--- config.mk ---
export PLATFORM = sky130hd
export DESIGN_NAME = sram_arbiter_flat
export DESIGN_NICKNAME = d
export VERILOG_FILES = /design/src/rtl/sram_pkg.sv /design/src/rtl/sram_arbiter_if.sv /design/src/rtl/sram_arb_pick.sv /design/src/rtl/sram_arbiter.sv /design/src/flat_wrapper.sv
export SDC_FILE = /design/constraint.sdc
export NUM_CORES = 1
export LEC_CHECK = 0
export BUFFER_PORTS_ARGS = -buffer_cell sky130_fd_sc_hd__buf_2
export CAP_MARGIN = 40
export CORE_ASPECT_RATIO = 1.25
export CORE_UTILIZATION = 45
export CTS_CLUSTER_SIZE = 14
export DETAILED_ROUTE_END_ITERATION = 10
export PLACE_DENSITY_LB_ADDON = 0.25
export SYNTH_ARGS = -nofsm -noshare
export SYNTH_HDL_FRONTEND = slang
export SYNTH_SLANG_ARGS = --single-unit
--- constraint.sdc ---
create_clock -name clock -period 3.3 [get_ports clock]
set_input_delay 0.66 -clock clock [delete_from_list [all_inputs] [get_ports clock]]
set_output_delay 0.66 -clock clock [all_outputs]
set_load 0.05 [all_outputs]
--- src/rtl/sram_pkg.sv ---
// Shared types for the SRAM arbiter: FSM state encoding and requester indices.
package sram_pkg;

  typedef enum logic [1:0] {
    ST_IDLE   = 2'd0,
    ST_ACCESS = 2'd1,
    ST_DONE   = 2'd2
  } state_e;

  typedef logic req_idx_t;

  localparam req_idx_t REQ_CPU = 1'b0;
  localparam req_idx_t REQ_VID = 1'b1;

endpackage

--- src/rtl/sram_arbiter_if.sv ---
// Requester and SRAM-port bundle; master is the arbiter side, slave is the requesters/SRAM side.
interface sram_arbiter_if #(
  parameter int unsigned ADDR_W = 19
);

  logic              cpu_req;
  logic              cpu_we;
  logic [ADDR_W-1:0] cpu_addr;
  logic [7:0]        cpu_wdata;
  logic              cpu_ack;
  logic [7:0]        cpu_rdata;

  logic              vid_req;
  logic              vid_we;
  logic [ADDR_W-1:0] vid_addr;
  logic [7:0]        vid_wdata;
  logic              vid_ack;
  logic [7:0]        vid_rdata;

  logic [ADDR_W-1:0] mem_address;
  logic [7:0]        mem_indata;
  logic              mem_load;
  logic              mem_store;
  logic [7:0]        mem_outdata;

  modport master (
    input  cpu_req, cpu_we, cpu_addr, cpu_wdata,
    input  vid_req, vid_we, vid_addr, vid_wdata,
    input  mem_outdata,
    output cpu_ack, cpu_rdata, vid_ack, vid_rdata,
    output mem_address, mem_indata, mem_load, mem_store
  );

  modport slave (
    output cpu_req, cpu_we, cpu_addr, cpu_wdata,
    output vid_req, vid_we, vid_addr, vid_wdata,
    output mem_outdata,
    input  cpu_ack, cpu_rdata, vid_ack, vid_rdata,
    input  mem_address, mem_indata, mem_load, mem_store
  );

endinterface

--- src/rtl/sram_arb_pick.sv ---
// Two-way winner select; on a tie the requester not granted last wins.
module sram_arb_pick
  import sram_pkg::*;
(
  input  logic     cpu_req_i,
  input  logic     vid_req_i,
  input  req_idx_t last_grant_i,
  output req_idx_t winner_o
);

  always_comb begin
    winner_o = REQ_CPU;
    if (cpu_req_i && vid_req_i) begin
      winner_o = (last_grant_i == REQ_VID) ? REQ_CPU : REQ_VID;
    end else if (vid_req_i) begin
      winner_o = REQ_VID;
    end
  end

endmodule

--- src/rtl/sram_arbiter.sv ---
// Two-requester SRAM arbiter (IDLE/ACCESS/DONE). Define SRAM_ARBITER_FAIR_EN for
// round-robin tie-break; default is fixed priority with vid winning.
module sram_arbiter
  import sram_pkg::*;
#(
  parameter int unsigned ACCESS_CYCLES = 2,
  parameter int unsigned ADDR_W        = 19
) (
  input  logic           clock,
  input  logic           reset,
  input  logic           prog,
  sram_arbiter_if.master bus
);

  localparam logic [3:0] LAST_CNT = 4'(ACCESS_CYCLES - 1);

  state_e            state_q;
  logic [3:0]        cnt_q;
  req_idx_t          win_q;
  logic              we_q;
  logic [ADDR_W-1:0] addr_q;
  logic [7:0]        wdata_q;
  logic              load_q;
  logic              store_q;
  logic              cpu_ack_q;
  logic              vid_ack_q;
  logic [7:0]        cpu_rdata_q;
  logic [7:0]        vid_rdata_q;

  req_idx_t          last_grant;
  req_idx_t          pick;
  logic              sel_we;
  logic [ADDR_W-1:0] sel_addr;
  logic [7:0]        sel_wdata;

`ifdef SRAM_ARBITER_FAIR_EN
  req_idx_t last_q;
  assign last_grant = last_q;
`else
  // Presenting "cpu granted last" permanently makes every tie resolve to vid.
  assign last_grant = REQ_CPU;
`endif

  sram_arb_pick u_pick (
    .cpu_req_i    (bus.cpu_req),
    .vid_req_i    (bus.vid_req),
    .last_grant_i (last_grant),
    .winner_o     (pick)
  );

  always_comb begin
    sel_we    = bus.cpu_we;
    sel_addr  = bus.cpu_addr;
    sel_wdata = bus.cpu_wdata;
    if (pick == REQ_VID) begin
      sel_we    = bus.vid_we;
      sel_addr  = bus.vid_addr;
      sel_wdata = bus.vid_wdata;
    end
  end

  always_ff @(posedge clock or posedge reset) begin
    if (reset) begin
      state_q     <= ST_IDLE;
      cnt_q       <= '0;
      win_q       <= REQ_CPU;
      we_q        <= 1'b0;
      addr_q      <= '0;
      wdata_q     <= '0;
      load_q      <= 1'b0;
      store_q     <= 1'b0;
      cpu_ack_q   <= 1'b0;
      vid_ack_q   <= 1'b0;
      cpu_rdata_q <= '0;
      vid_rdata_q <= '0;
`ifdef SRAM_ARBITER_FAIR_EN
      last_q      <= REQ_VID;
`endif
    end else begin
      cpu_ack_q <= 1'b0;
      vid_ack_q <= 1'b0;
      case (state_q)
        ST_IDLE: begin
          if (!prog && (bus.cpu_req || bus.vid_req)) begin
            win_q   <= pick;
            we_q    <= sel_we;
            addr_q  <= sel_addr;
            wdata_q <= sel_wdata;
            load_q  <= ~sel_we;
            store_q <= sel_we;
            cnt_q   <= '0;
            state_q <= ST_ACCESS;
`ifdef SRAM_ARBITER_FAIR_EN
            last_q  <= pick;
`endif
          end
        end
        ST_ACCESS: begin
          if (cnt_q == LAST_CNT) begin
            load_q  <= 1'b0;
            store_q <= 1'b0;
            state_q <= ST_DONE;
          end else begin
            cnt_q <= cnt_q + 4'd1;
          end
        end
        ST_DONE: begin
          if (win_q == REQ_VID) begin
            vid_ack_q <= 1'b1;
            if (!we_q) vid_rdata_q <= bus.mem_outdata;
          end else begin
            cpu_ack_q <= 1'b1;
            if (!we_q) cpu_rdata_q <= bus.mem_outdata;
          end
          state_q <= ST_IDLE;
        end
        default: state_q <= ST_IDLE;
      endcase
    end
  end

  assign bus.mem_address = addr_q;
  assign bus.mem_indata  = wdata_q;
  assign bus.mem_load    = load_q;
  assign bus.mem_store   = store_q;
  assign bus.cpu_ack     = cpu_ack_q;
  assign bus.vid_ack     = vid_ack_q;
  assign bus.cpu_rdata   = cpu_rdata_q;
  assign bus.vid_rdata   = vid_rdata_q;

endmodule

--- src/flat_wrapper.sv ---
// flat-port wrapper written by rule: the top's interface ports become plain ports
module sram_arbiter_flat import sram_pkg::*;
#(
  parameter int unsigned ACCESS_CYCLES = 2,
  parameter int unsigned ADDR_W        = 19
)
  (clock, reset, prog, bus_cpu_req, bus_cpu_we, bus_cpu_addr, bus_cpu_wdata, bus_vid_req, bus_vid_we, bus_vid_addr, bus_vid_wdata, bus_mem_outdata, bus_cpu_ack, bus_cpu_rdata, bus_vid_ack, bus_vid_rdata, bus_mem_address, bus_mem_indata, bus_mem_load, bus_mem_store);
  sram_arbiter_if #(.ADDR_W(ADDR_W)) bus_i ();
  input  logic clock;
  input  logic reset;
  input  logic prog;
  input wire logic [$bits(bus_i.cpu_req)-1:0] bus_cpu_req;
  input wire logic [$bits(bus_i.cpu_we)-1:0] bus_cpu_we;
  input wire logic [$bits(bus_i.cpu_addr)-1:0] bus_cpu_addr;
  input wire logic [$bits(bus_i.cpu_wdata)-1:0] bus_cpu_wdata;
  input wire logic [$bits(bus_i.vid_req)-1:0] bus_vid_req;
  input wire logic [$bits(bus_i.vid_we)-1:0] bus_vid_we;
  input wire logic [$bits(bus_i.vid_addr)-1:0] bus_vid_addr;
  input wire logic [$bits(bus_i.vid_wdata)-1:0] bus_vid_wdata;
  input wire logic [$bits(bus_i.mem_outdata)-1:0] bus_mem_outdata;
  output wire logic [$bits(bus_i.cpu_ack)-1:0] bus_cpu_ack;
  output wire logic [$bits(bus_i.cpu_rdata)-1:0] bus_cpu_rdata;
  output wire logic [$bits(bus_i.vid_ack)-1:0] bus_vid_ack;
  output wire logic [$bits(bus_i.vid_rdata)-1:0] bus_vid_rdata;
  output wire logic [$bits(bus_i.mem_address)-1:0] bus_mem_address;
  output wire logic [$bits(bus_i.mem_indata)-1:0] bus_mem_indata;
  output wire logic [$bits(bus_i.mem_load)-1:0] bus_mem_load;
  output wire logic [$bits(bus_i.mem_store)-1:0] bus_mem_store;
  assign bus_i.cpu_req = bus_cpu_req;
  assign bus_i.cpu_we = bus_cpu_we;
  assign bus_i.cpu_addr = bus_cpu_addr;
  assign bus_i.cpu_wdata = bus_cpu_wdata;
  assign bus_i.vid_req = bus_vid_req;
  assign bus_i.vid_we = bus_vid_we;
  assign bus_i.vid_addr = bus_vid_addr;
  assign bus_i.vid_wdata = bus_vid_wdata;
  assign bus_i.mem_outdata = bus_mem_outdata;
  assign bus_cpu_ack = bus_i.cpu_ack;
  assign bus_cpu_rdata = bus_i.cpu_rdata;
  assign bus_vid_ack = bus_i.vid_ack;
  assign bus_vid_rdata = bus_i.vid_rdata;
  assign bus_mem_address = bus_i.mem_address;
  assign bus_mem_indata = bus_i.mem_indata;
  assign bus_mem_load = bus_i.mem_load;
  assign bus_mem_store = bus_i.mem_store;
  sram_arbiter #(.ACCESS_CYCLES(ACCESS_CYCLES), .ADDR_W(ADDR_W)) u_core (.clock(clock), .reset(reset), .prog(prog), .bus(bus_i));
endmodule
==> results.cfg, run 1 <==
[floorplan]
start_util_pct = 47.62
core_area_um2 = 5189
row_count = 29
die_w_um = 68.28
die_height_um = 84.85
io_pins = 116
die-area_um2 = 5794

[sta]
fin_setup_tns_ns = 0
fin_hold_ws_ns = 0.4009
hold_violations = 0
max_slew.worst_pin.slew_ns = 0.5695
setup_violations = 0
period_needed_ns = 1.773
fmax_mhz = 563.9
slew_headroom_pct = 61.98
finalWorstSetupSlack_ns = 1.527
fin_worst_skew_ns = 0.01138
slew_viol_final = 0
fin_crit_sh_pct = 53.74
rsz0062_at_grt = no

[yosys]
synthMuxAreaShare_pct = 20.56
synth_cells = 204
synth_cell_types = 28
synth_xor_area_share_pct = 0.3544
syn_area_per_cell_um2 = 12.11
syn_nets = 275
synth_compound_area_share_pct = 13.16
synth_top_family_by_area = multiplexers
synthAdderAreaFrac_pct = 1.013
synth_simple_gate_area_share_pct = 6.127
ys_seq_area_share_pct = 55.70
synth_area_um2 = 2471
ys_ff_latch = 55
yosysWarnings = 0

[pwr]
pwr-share-clk_pct = 10.9
p_leak_nw = 1.651
power_frac_seq_pct = 33.8
switching_share_pct = 51.79
power_density_nw_per_um2 = 1082
intPower_w = 0.001680
p_comb_share_pct = 55.3
irDropWorstVdd_uv = 660.9
p_total_w = 0.003484
p_switching_w = 0.001804

[critical_path]
startpoint_type = flip-flop
arrival_ns = 1.96
critPathLaunch = u_core.state_q[1]
cp-end-kind = flip-flop
critPathKind = reg -> reg
slowest_stage = dfrtp_1
path_cells = or3_1, nor2_2, mux2_2
cp.required_ns = 3.49
r2r-start = u_core.state_q[1]
max_stage_delay_ns = 0.44
critPathMaxFanout = 12

[clock_tree]
cts_hold_buf = 0
htree_levels = 2
post_cts_resized = 0
clk_pin_slew_ns = 0.10
postCtsSetupBuffers = 0
cts-buffers-inserted = 5
cts_tree = done
worstSkewPairLatency_ns = 0.30
cts.sinks = 55
cts_buffer_depth = 2
root_buffer = clkbuf_8

[final_layout]
antennaDiodeCount = 0
fin_nets = 392
nFillCells = 447
drive_gt1_share_pct = 48.14
mostFrequentLayoutCells = buf_2 (115), dfrtp_1 (55), a21oi_1 (54), mux2i_1 (29), mux2_2 (18)
area_growth_pct = 30.28
fin_util_pct = 62.04
mostFrequentLayoutCell = buf_2

[global_route]
antenna_found_initial = 0
grt_pass1_vias = 1875
grt_max_degree = 30
track_usage_pct = 19.13
grt_pass1_wl_um = 8335
overflow = 0

[route]
drc = 0
num_vias = 1983
drt_iter0_drc = 92
drt-total-wl_um = 5306
wire_per_inst_um = 13.82
drt-vias-per-instance = 5.164
ant_nets = 0
first_pass_iters = 4

[place]
port_buffers = 115
routabilityCongestion = 0.8158
pre_cts_ws_ns = 1.244
place_hpwl_um = 4047

[run_status]
status = complete, no violations

[worst_hold_path]
hold_path.class = in -> async

[run]
maxCapViolations = 0
## routing by layer
metal  share of wire (%)  vias to the layer above  GRT usage [%]
met2                  50                       67          32.89
met1                  42                      937          22.69
met5                   0                        -              0
met3                 6.0                        8          4.570
li1                    -                      971              -
met4                 1.7                        0          6.629
## worst paths after layout
| check | to | slack [ns] | depth (start not counted) |
|---|---|---|---|
| max | u_core.win_q | 1.53 | 3 |
| min | u_core.bus.cpu_rdata[2] | 0.40 | 2 |
| max reg2reg | u_core.win_q | 1.53 | 3 |
| min reg2reg | u_core.bus.vid_rdata[4] | 0.51 | 1 |
| max in group asynchronous | u_core.bus.mem_address[14] | 2.34 | 3 |
| min in group clock | u_core.bus.vid_rdata[4] | 0.51 | 1 |
## stage by stage
stage               std cells  area [um2]
floorplan                 204        2471
global placement          375        3104
detailed placement        376        3124
CTS                       384        3219
global route              384        3219
finish                    384        3219
## cells by family (layout without fill, tap and decap cells)
kind of cell,after synthesis,after routing
buffers and inverters,16,134
and+or+nand+nor,21,21
DFF,55,55
xor gates and xnor gates,1,1
AOI/OAI and AO/OA,61,61
adders and majority gates,2,2
muxes,48,48
## critical path: cells and delay by family, from the launching register on
kind          cells  cell delay (ns)
simple gates      2             0.84
flops             1             0.44
mux               1             0.39
## flip-flops by register name (all words and copies together), names as in the netlist
register                flops
u_core.bus.cpu_ack          1
u_core.bus.mem_indata       8
u_core.win_q                1
u_core.bus.cpu_rdata        8
u_core.bus.mem_store        1
u_core.bus.vid_rdata        8
u_core.bus.vid_ack          1
u_core.cnt_q                4
u_core.state_q              2
u_core.bus.mem_address     19
u_core.bus.mem_load         1
u_core.we_q                 1
## cell type report
class | instances | area, um2 | area share [%]
tap | 62 | 77.57 | 2.410
timing repair buffer | 121 | 633.1 | 19.67
inverter | 5 | 18.77 | 0.5830
clock buffer | 7 | 86.33 | 2.682
sequential | 55 | 1376 | 42.75
multi-input combinational | 133 | 1018 | 31.64
clock inverter | 1 | 8.758 | 0.2721
## power groups by stage
stage | Sequential [W] | Combinational, W | Clock, W
final | 0.00118 | 0.00193 | 0.000378
after global routing | 0.00122 | 0.00205 | 0.000414
after CTS | 0.00118 | 0.00194 | 0.000391
after detailed placement | 0.00119 | 0.00194 | 0
after global placement | 0.00118 | 0.00192 | 0
after floorplan | 0.00213 | 0.000539 | 0
## cells in the mapped netlist
library cell  instances  share of area [%]
xnor2_1               1               0.35
nand4_1               1               0.25
or2b_1                1               0.30
nand3_1               1               0.20
nand2b_1              2               0.51
mux2_2               18                8.2
nand2_1               2               0.30
mux2_4                1               0.61
a21oi_1              54                 11
dfrtp_1              55                 56
inv_1                 5               0.76
o22ai_1               1               0.25
a22o_4                1               0.71
or3_1                 2               0.51
nor3_4                3                2.0
and2b_2               1               0.35
nor2_1                5               0.76
buf_4                 2               0.61
ha_1                  2                1.0
o221ai_1              1               0.35
buf_1                 2               0.30
or3b_4                1               0.46
o21ai_0               3               0.61
or2_1                 1               0.25
nor2_2                1               0.25
mux2i_1              29                 12
o21a_1                1               0.30
buf_2                 7                1.4
Power figures use the tool's default switching activity.
==> run 2, diff against run 1 <==
clock period = 1.8 ns   (was 3.3 ns; I/O delays follow)
==> results.cfg, run 2 (synthesis gave the netlist of run 1 again) <==
[run_status]
status = complete, no violations

[global_route]
grt_pass1_wl_um = 8286
track_usage_pct = 18.87
antenna_found_initial = 0
grt_max_degree = 56
grt_pass1_vias = 1876
overflow = 0

[sta]
slew_headroom_pct = 69.89
hold_violations = 0
setup_violations = 0
fmax_mhz = 583.7
period_needed_ns = 1.713
max_slew.worst_pin.slew_ns = 0.4502
fin_crit_sh_pct = 95.19
fin_hold_ws_ns = 0.1023
fin_worst_skew_ns = 0.005267
fin_setup_tns_ns = 0
slew_viol_final = 0
rsz0062_at_grt = no

[floorplan]
start_util_pct = 47.62
die_w_um = 68.28
io_pins = 116
die_height_um = 84.85
die-area_um2 = 5794
core_area_um2 = 5189
row_count = 29

[route]
drt_iter0_drc = 64
drt-total-wl_um = 5317
drt-vias-per-instance = 5.128
first_pass_iters = 4
ant_nets = 0
wire_per_inst_um = 13.85
drc = 0
num_vias = 1969

[pwr]
p_total_w = 0.006347
power_density_nw_per_um2 = 1978
irDropWorstVdd_uv = 1315
p_leak_nw = 1.644

[critical_path]
cp-end-kind = flip-flop
path_cells = inv_1, ha_1, or3b_4, a22o_4, mux2_4
startpoint_type = flip-flop
r2r-start = u_core.cnt_q[1]
cp.required_ns = 1.99
max_stage_delay_ns = 0.41
critPathKind = reg -> reg
r2r_slack_ns = 0.09
slowest_stage = dfrtp_1
r2r_end = u_core.cnt_q[1]
ff2ff_path_depth = 5
critPathMaxFanout = 6
arrival_ns = 1.90

[final_layout]
area_growth_pct = 29.87
fin_util_pct = 61.85
largest_reg_flops = 19
nFillCells = 447
fin_nets = 392
multi_input_area_um2 = 1018
mostFrequentLayoutCells = buf_2 (115), dfrtp_1 (55), a21oi_1 (54), mux2i_1 (29), mux2_2 (18)
mostFrequentLayoutCell = buf_2
drive_gt1_share_pct = 48.14
antennaDiodeCount = 0
seq_area_um2 = 1376
design_area_um2 = 3209

[run]
maxCapViolations = 0

[clock_tree]
cts-buffers-inserted = 5
htree_levels = 2
post_cts_resized = 0
cts.sinks = 55
worstSkewPairLatency_ns = 0.29
cts_buffer_depth = 2
cts_hold_buf = 0
postCtsSetupBuffers = 0
clk_pin_slew_ns = 0.09
root_buffer = clkbuf_8
cts_tree = done

[place]
place_hpwl_um = 4037
routabilityCongestion = 0.8282
place_area_um2 = 3124
port_buffers = 115

[worst_hold_path]
hold_path.class = in -> async
-- run 2: metrics by stage --
step,std cells,setup WS (ns)
CTS,384,0.09347
detailed placement,376,0.1120
global route,384,0.03860
finish,384,0.08666
floorplan,204,0.09707
global placement,376,0.1570
-- run 2: worst max-delay path by stage --
stage	from	to
global route	u_core.cnt_q[1]	u_core.cnt_q[1]
detailed placement	u_core.cnt_q[1]	u_core.cnt_q[1]
finish	u_core.cnt_q[1]	u_core.cnt_q[1]
global placement	u_core.cnt_q[1]	u_core.cnt_q[1]
CTS	u_core.cnt_q[1]	u_core.cnt_q[1]
floorplan	reset	u_core.bus.cpu_ack
-- run 2: final cells by class --
type                    instances  share of cell area (%)
multi-input cells             133                   31.73
flip-flops and latches         55                   42.88
clock buffers                   6                   2.261
inverters                       5                  0.5848
well taps                      62                   2.417
clock inverters                 2                  0.3899
repair buffers                121                   19.73
-- run 2: power breakdown --
group,switching [W],internal (W)
logic,0.00260,0.000957
clock network,0.000366,0.000272
registers,0.000346,0.00181
total,0.00331,0.00304
-- run 2: metal layers --
metal	vias to the layer above	wire length (um)	track usage, %
li1	962	-	-
met5	-	0	0
met1	936	2194	21.45
met2	65	2782	34.85
met4	0	54	4.356
met3	6	286	3.898
-- run 2: worst max-delay path: cells and delay by family (launching register included) --
kind / cells / cell delay (ns)
mux: 1 / 0.30
fa+ha+maj: 1 / 0.14
flops: 1 / 0.41
simple gates: 1 / 0.41
compound gates: 1 / 0.26
buf+inv: 1 / 0.08
==> run 3, diff against run 2 <==
RECOVER_POWER = 50   (was not set)
==> results.cfg, run 3 (synthesis gave the netlist of run 1 again) <==
[place]
routabilityCongestion = 0.8282
place_hpwl_um = 4037
pre_cts_ws_ns = 0.1120
place_area_um2 = 3124
port_buffers = 115

[clock_tree]
cts-buffers-inserted = 5
clk_pin_slew_ns = 0.09
htree_levels = 2
postCtsSetupBuffers = 0
root_buffer = clkbuf_8
post_cts_resized = 0
worstSkewPairLatency_ns = 0.29
cts.sinks = 55
cts_tree = done
cts_buffer_depth = 2
cts_hold_buf = 0

[run_status]
status = complete, no violations

[sta]
hold_violations = 0
slew_headroom_pct = 13.41
max_slew.worst_pin.slew_ns = 1.299
fin_crit_sh_pct = 95.04
fin_worst_skew_ns = 0.005231
fin_hold_ws_ns = 0.3069
slew_viol_final = 0
setup_violations = 0
rsz0062_at_grt = no
finalWorstSetupSlack_ns = 0.08925
period_needed_ns = 1.711
fin_setup_tns_ns = 0
fmax_mhz = 584.5

[final_layout]
antennaDiodeCount = 0
drive_gt1_share_pct = 41.61
design_area_um2 = 3169
mostFrequentLayoutCells = buf_2 (95), dfrtp_1 (55), a21oi_1 (54), mux2i_1 (29), clkbuf_1 (21)
nFillCells = 456
fin_util_pct = 61.08
largest_reg_flops = 19
area_growth_pct = 28.25
fin_nets = 392
mostFrequentLayoutCell = buf_2

[floorplan]
start_util_pct = 47.62
row_count = 29
die_w_um = 68.28
core_area_um2 = 5189
die_height_um = 84.85
io_pins = 116
die-area_um2 = 5794

[route]
ant_nets = 0
first_pass_iters = 4
drt-vias-per-instance = 5.128
num_vias = 1969
wire_per_inst_um = 13.88
drc = 0
drt_iter0_drc = 66
drt-total-wl_um = 5331

[global_route]
overflow = 0
grt_max_degree = 56
grt_pass1_wl_um = 8286
grt_pass1_vias = 1876
track_usage_pct = 18.87
antenna_found_initial = 0

[worst_hold_path]
hold_path.class = in -> reg

[run]
maxCapViolations = 0

[pwr]
power_density_nw_per_um2 = 1985
p_leak_nw = 1.578
irDropWorstVdd_uv = 1287

[critical_path]
critPathMaxFanout = 6
startpoint_type = flip-flop
cp-end-kind = flip-flop
arrival_ns = 1.90
cp.required_ns = 1.99
r2r_slack_ns = 0.09
critPathKind = reg -> reg
## run 3: power breakdown
group          switching, W  internal, W  total (W)
clock              0.000366     0.000272   0.000638
sequential         0.000352      0.00181    0.00216
combinational       0.00260     0.000893    0.00349
## run 3: final cells by class
class / instances / area [um2] / share of cell area [%]
timing repair buffer: 121 / 593.1 / 18.71
inverter: 5 / 18.77 / 0.5922
multi-input combinational: 133 / 1018 / 32.14
tap: 62 / 77.57 / 2.448
clock buffer: 6 / 72.57 / 2.290
clock inverter: 2 / 12.51 / 0.3948
sequential: 55 / 1376 / 43.43
## run 3: worst max-delay path, cell delays in order, from the launching register on
cell     delay, ns
dfrtp_1       0.41
inv_1         0.08
ha_1          0.14
or3b_4        0.41
a22o_4        0.26
mux2_4        0.30
## run 3: worst paths after layout
path                                          from  cells after the start                      end
max reg2reg                        u_core.cnt_q[1]                      5          u_core.cnt_q[1]
max in group asynchronous                    reset                      3       u_core.bus.cpu_ack
min in group asynchronous                    reset                      3  u_core.bus.vid_rdata[3]
max                                u_core.cnt_q[1]                      5          u_core.cnt_q[1]
min                             bus_mem_outdata[0]                      2  u_core.bus.vid_rdata[0]
min reg2reg                u_core.bus.vid_rdata[3]                      1  u_core.bus.vid_rdata[3]
## run 3: per-stage QoR
step                      total power (W)  instances
after global routing             0.006661        384
final                            0.006291        384
after detailed placement         0.005772        376
after global placement           0.005684        376
after CTS                        0.006417        384
after floorplan                  0.004892        204
## run 3: metal layers
| metal | track usage (%) | wire length, um | part of all wire [%] |
|---|---|---|---|
| met1 | 21.45 | 2205 | 41 |
| met2 | 34.85 | 2790 | 52 |
| met3 | 3.898 | 280 | 5.3 |
| met4 | 4.356 | 54 | 1.0 |
| met5 | 0 | 0 | 0 |
